### src/rtl/uart_bus_arbiter_pkg.sv
// Shared types and helpers for the two-master cs/we/ack bus arbiter.
// Holds bus widths, master indices, FSM encoding and the round-robin pick rule.
package uart_bus_arbiter_pkg;

  localparam int ADDR_W = 16;
  localparam int DATA_W = 8;

  localparam logic M0 = 1'b0;
  localparam logic M1 = 1'b1;

  typedef enum logic [1:0] {
    ST_IDLE = 2'd0,
    ST_BUSY = 2'd1,
    ST_TURN = 2'd2
  } state_t;

  // On a tie the master that did not win last time is chosen.
  function automatic logic pick_grant(input logic req0, input logic req1, input logic last);
    if (req0 && req1) begin
      return ~last;
    end else if (req0) begin
      return M0;
    end else begin
      return M1;
    end
  endfunction

endpackage

### src/rtl/uart_bus_arbiter_watchdog.sv
// Watchdog for a granted transfer: counts BUSY cycles, flags the cycle that reaches the limit.
// Latency: o_expired is combinational on the count; no backpressure, saturates at the limit.
// TIMEOUT_CYCLES = 0 disables expiry entirely.
module uart_bus_arbiter_watchdog
  import uart_bus_arbiter_pkg::*;
#(
  parameter int unsigned TIMEOUT_CYCLES = 255,
  parameter int unsigned TO_W           = 8
) (
  input  logic i_clk,
  input  logic i_reset_n,
  input  logic i_clear,
  input  logic i_count,
  output logic o_expired
);

  // The counter holds completed BUSY cycles, so the Nth BUSY cycle sees N-1.
  localparam int unsigned     LIMIT_I = (TIMEOUT_CYCLES > 0) ? TIMEOUT_CYCLES - 1 : 0;
  localparam logic [TO_W-1:0] LIMIT   = TO_W'(LIMIT_I);

  logic [TO_W-1:0] cnt;

  always_ff @(posedge i_clk or negedge i_reset_n) begin
    if (!i_reset_n) begin
      cnt <= '0;
    end else if (i_clear) begin
      cnt <= '0;
    end else if (i_count && (cnt != LIMIT)) begin
      cnt <= cnt + TO_W'(1);
    end
  end

  assign o_expired = (TIMEOUT_CYCLES != 0) && i_count && (cnt == LIMIT);

endmodule

### src/rtl/uart_bus_arbiter.sv
// Two-master (UART=m0, CPU=m1) round-robin arbiter onto one cs/we/ack slave bus.
// Latency: request seen in IDLE -> o_cs next cycle; slave ack forwarded combinationally.
// Backpressure: grant held until ack, abort or watchdog; one TURN cycle drains the slave ack.
module uart_bus_arbiter
  import uart_bus_arbiter_pkg::*;
#(
  parameter int unsigned TIMEOUT_CYCLES = 255,
  parameter int unsigned TO_W           = 8
) (
  input  logic              i_clk,
  input  logic              i_reset_n,
  input  logic              i_m0_cs,
  input  logic              i_m0_we,
  input  logic [ADDR_W-1:0] i_m0_addr,
  input  logic [DATA_W-1:0] i_m0_dat,
  output logic [DATA_W-1:0] o_m0_dat,
  output logic              o_m0_ack,
  output logic              o_m0_err,
  input  logic              i_m1_cs,
  input  logic              i_m1_we,
  input  logic [ADDR_W-1:0] i_m1_addr,
  input  logic [DATA_W-1:0] i_m1_dat,
  output logic [DATA_W-1:0] o_m1_dat,
  output logic              o_m1_ack,
  output logic              o_m1_err,
  output logic              o_cs,
  output logic              o_we,
  output logic [ADDR_W-1:0] o_addr,
  output logic [DATA_W-1:0] o_dat,
  input  logic [DATA_W-1:0] i_dat,
  input  logic              i_ack
);

  state_t state, state_nxt;
  logic   gnt, gnt_nxt;
  logic   busy, sel_cs, wd_expired, timeout;

  // gnt doubles as the last-grant pointer; reset to m1 so m0 takes the first tie.
  always_ff @(posedge i_clk or negedge i_reset_n) begin
    if (!i_reset_n) begin
      state <= ST_IDLE;
      gnt   <= M1;
    end else begin
      state <= state_nxt;
      gnt   <= gnt_nxt;
    end
  end

  assign busy   = (state == ST_BUSY);
  assign sel_cs = (gnt == M1) ? i_m1_cs : i_m0_cs;

  always_comb begin
    state_nxt = state;
    gnt_nxt   = gnt;
    timeout   = 1'b0;
    case (state)
      ST_IDLE: begin
        if (i_m0_cs || i_m1_cs) begin
          gnt_nxt   = pick_grant(i_m0_cs, i_m1_cs, gnt);
          state_nxt = ST_BUSY;
        end
      end
      ST_BUSY: begin
        // Ack outranks a same-cycle timeout; an abort gets neither ack nor err.
        if (i_ack || !sel_cs) begin
          state_nxt = ST_TURN;
        end else if (wd_expired) begin
          state_nxt = ST_TURN;
          timeout   = 1'b1;
        end
      end
      ST_TURN: state_nxt = ST_IDLE;
      default: state_nxt = ST_IDLE;
    endcase
  end

  uart_bus_arbiter_watchdog #(
    .TIMEOUT_CYCLES (TIMEOUT_CYCLES),
    .TO_W           (TO_W)
  ) u_watchdog (
    .i_clk     (i_clk),
    .i_reset_n (i_reset_n),
    .i_clear   (state == ST_IDLE),
    .i_count   (busy),
    .o_expired (wd_expired)
  );

  always_comb begin
    o_cs     = 1'b0;
    o_we     = 1'b0;
    o_addr   = '0;
    o_dat    = '0;
    o_m0_ack = 1'b0;
    o_m0_err = 1'b0;
    o_m0_dat = '0;
    o_m1_ack = 1'b0;
    o_m1_err = 1'b0;
    o_m1_dat = '0;
    if (busy) begin
      o_cs = sel_cs;
      if (gnt == M1) begin
        o_we     = i_m1_we;
        o_addr   = i_m1_addr;
        o_dat    = i_m1_dat;
        o_m1_ack = i_ack;
        o_m1_err = timeout;
        o_m1_dat = i_dat;
      end else begin
        o_we     = i_m0_we;
        o_addr   = i_m0_addr;
        o_dat    = i_m0_dat;
        o_m0_ack = i_ack;
        o_m0_err = timeout;
        o_m0_dat = i_dat;
      end
    end
  end

endmodule
### config.mk
export PLATFORM = sky130hd
export DESIGN_NAME = uart_bus_arbiter
export DESIGN_NICKNAME = d
export VERILOG_FILES = /design/src/rtl/uart_bus_arbiter_pkg.sv /design/src/rtl/uart_bus_arbiter_watchdog.sv /design/src/rtl/uart_bus_arbiter.sv
export SDC_FILE = /design/constraint.sdc
export NUM_CORES = 1
export LEC_CHECK = 0
export CORE_MARGIN = 2
export CORE_UTILIZATION = 32
export CTS_CLUSTER_SIZE = 40
export DETAILED_ROUTE_END_ITERATION = 6
export PLACE_DENSITY = 0.86
export SLEW_MARGIN = 5
export SYNTH_ARGS = -nofsm -noshare
export SYNTH_HDL_FRONTEND = slang
export SYNTH_SLANG_ARGS = --single-unit
### constraint.sdc
create_clock -name i_clk -period 2.3 [get_ports i_clk]
set_input_delay 0.23 -clock i_clk [delete_from_list [all_inputs] [get_ports i_clk]]
set_output_delay 0.23 -clock i_clk [all_outputs]
set_load 0.02 [all_outputs]
==> reports/qor.csv <==
metric;value;unit
die height;63.3;um
Synth Register Bits;11;
XOR/XNOR Fraction of Synth Area;0;
RSZ-0062 raised after global routing;no;
Residual DRC;0;
DPL Wire Length;3350;um
Sink Count;11;
global-route wire length before repair;6620;um
critical path type;register to primary output;
Worst slew margin;0.701;
area share of the leading cell type in the synthesized netlist;0.231;
Worst-Skew Late Latency;0.27;ns
most common cell in the synthesized netlist;nor2_1;
initial antenna violation count;0;
crit path time final;2.19;ns
Leakage;1.05;nW
Synth Area in Compound Gates;0.119;
initial core utilization;0.335;
Reg clk slew, reported paths;0.07;ns
Final period util;0.951;
top cells by area, synth;mux2i_1, dfrtp_1, and3_1;
initial DRC count;39;
routed vias;1419;
area delta synth->final;102;%
Crit. End Element;primary output;
status;completed;
Post-synth EDFFs;0;
Post-Synth Simple-Gate Area;0.299;
postcts setup bufs;0;
R2R Path Start;u_watchdog.cnt[0];
# H-tree levels;1;
largest fanout on the critical path;23;
Max Cap Viol;0;
cells on worst reg2reg path;6;
WP data required;2.07;ns
DRT Wirelength;4050;um
predominant post-synthesis flop cell;dfrtp_1;
largest net degree at the start of global routing;28;
top post-synthesis cells by count;nor2_1, mux2i_1, and3_1;
Worst Path Buf+Inv;2;
gr usage total;0.208;
Clock Path Buffers;2;
IR drop worst, VDD;0.622;mV
Buffers on Ports;108;
Final Wtd Congestion;0.821;
Hold WC Path Type;input pin to async pin;
setup slack, reg-to-reg;0.55;ns
synthesized area per cell;8.04;um2
Worst Max-Slew Pin Slew;0.447;ns
clock skew;0.0114;ns
Async SR Flop Fraction;1.00;
Crit-path slowest cell;dfstp_2;
CTS Root Cell;clkbuf_4;
Final Util;0.675;
Post-Synth Adder-Cell Area;0.0222;
fmax;457;MHz
Setup Viol. Count Final;0;
CTS tree;done;
Seq/Total Area, Yosys;0.246;
total CTS buffers;3;
Rows;21;
largest family of logic cells by synthesized area;simple AND/OR/NAND/NOR gates;
Post-Syn Nets;205;
core area;3360;um2
Fin. Hold Viols;0;
final setup TNS;0;ns
r2r endpoint;u_watchdog.cnt[4];
fin. max-slew vios;0;
Initial DRT Pass Iterations;4;
Setup crit start kind;register;
CP top delay family;buffers and inverters;
slowest cell delay on critical path;0.64;ns
Antenna Nets Post-Route;0;
Die Area;4010;um2
I/O Pins;109;
post-DR vias/cell;4.88;
Yosys Warn Count;0;
Yosys cell types;32;
crit path cell chain;buf_12 > mux2i_1 > nor2_1 > clkdlybuf4s50_1;
n_diodes;0;
share of layout cells above drive strength 1;0.0571;
Mapped Cells;140;
WL per Instance;13.9;um
crit path DAT;1.96;ns
cell taking the most area after synthesis;mux2i_1;
Die W;63.3;um
GR Overflow Total;0;
mux contribution to synthesized area;0.244;
Power Dens Cells;933;nW/um2
fin nets;311;
number of global-route vias before repair;1419;
netlist area before placement;1130;um2
kinds of logic after synthesis:
kind of cell | count (synthesis)
AND/OR/NAND/NOR | 67
adder cells (fa/ha/maj) | 2
multiplexers | 27
AO/OA/AOI/OAI | 18
flip-flops | 11
buffers and inverters | 15
cell usage in the layout, fill, tap and decap left out, types with 2 or more instances in the layout:
cell type | synthesis | layout
nand2_1 | 3 | 3
and3_1 | 19 | 19
o21ai_0 | 3 | 3
nand2b_1 | 3 | 3
inv_1 | 3 | 3
clkbuf_4 | 0 | 3
o311ai_0 | 2 | 2
mux2i_1 | 26 | 26
dfrtp_1 | 10 | 10
buf_4 | 3 | 4
nand3_1 | 6 | 6
o211ai_1 | 2 | 2
dlygate4sd2_1 | 0 | 2
clkdlybuf4s50_1 | 0 | 106
nor3_1 | 2 | 2
nor2_1 | 29 | 29
o41ai_1 | 2 | 2
ha_1 | 2 | 2
o31ai_1 | 2 | 2
a21oi_1 | 3 | 3
registers in the layout, indices dropped and copies added (netlist names):
register,count
u_watchdog.cnt,8
gnt,1
state,2
power by group:
part | leakage (nW) | total (mW) | switching [mW] | internal [mW]
logic | 0.885 | 1.68 | 0.862 | 0.818
clock network | 0.0150 | 0.128 | 0.0614 | 0.0670
registers | 0.145 | 0.310 | 0.0648 | 0.245
total | 1.05 | 2.12 | 0.988 | 1.13
stage by stage:
stage	cell area, um2	setup WS (ns)	total power, mW	hold slack, ns	cells
after floorplan	1130	0.665	1.31	-0.0656	140
after global placement	2250	0.171	1.98	0.479	287
after detailed placement	2250	0.119	1.99	0.495	287
after CTS	2270	0.104	2.13	0.285	291
after global routing	2270	0.00432	2.27	0.317	291
final	2270	0.113	2.12	0.267	291
repair_timing:
| action | CTS | global route |
|---|---|---|
| resized for setup | 2 | 0 |
| hold buffers | 0 | 0 |
| endpoints found under the setup margin | 2 | 0 |
area by class of cell:
class,instances,area [um2]
repair buffers,113,1130
multi-input cells,114,771
fillers,304,1090
flip-flops and latches,11,277
clock buffers,4,26.3
inverters,3,11.3
well taps,46,57.6
metal layers:
metal,up-vias,routed length (um),global-route usage
met5,-,0,0
met4,0,146,0.0924
met3,14,272,0.0536
met2,66,2010,0.368
met1,631,1630,0.232
li1,708,-,-
how the worst max path moves through the flow:
| stage | from | endpoint | depth (start not counted) |
|---|---|---|---|
| finish | gnt | o_addr[4] | 4 |
| global route | gnt | o_m0_err | 5 |
| CTS | gnt | o_addr[4] | 4 |
| detailed placement | i_m0_cs | o_m1_err | 6 |
| global placement | i_m1_cs | o_m0_err | 6 |
| floorplan | u_watchdog.cnt[0] | o_m0_err | 6 |
No activity file was read; power rests on OpenSTA's default activity.
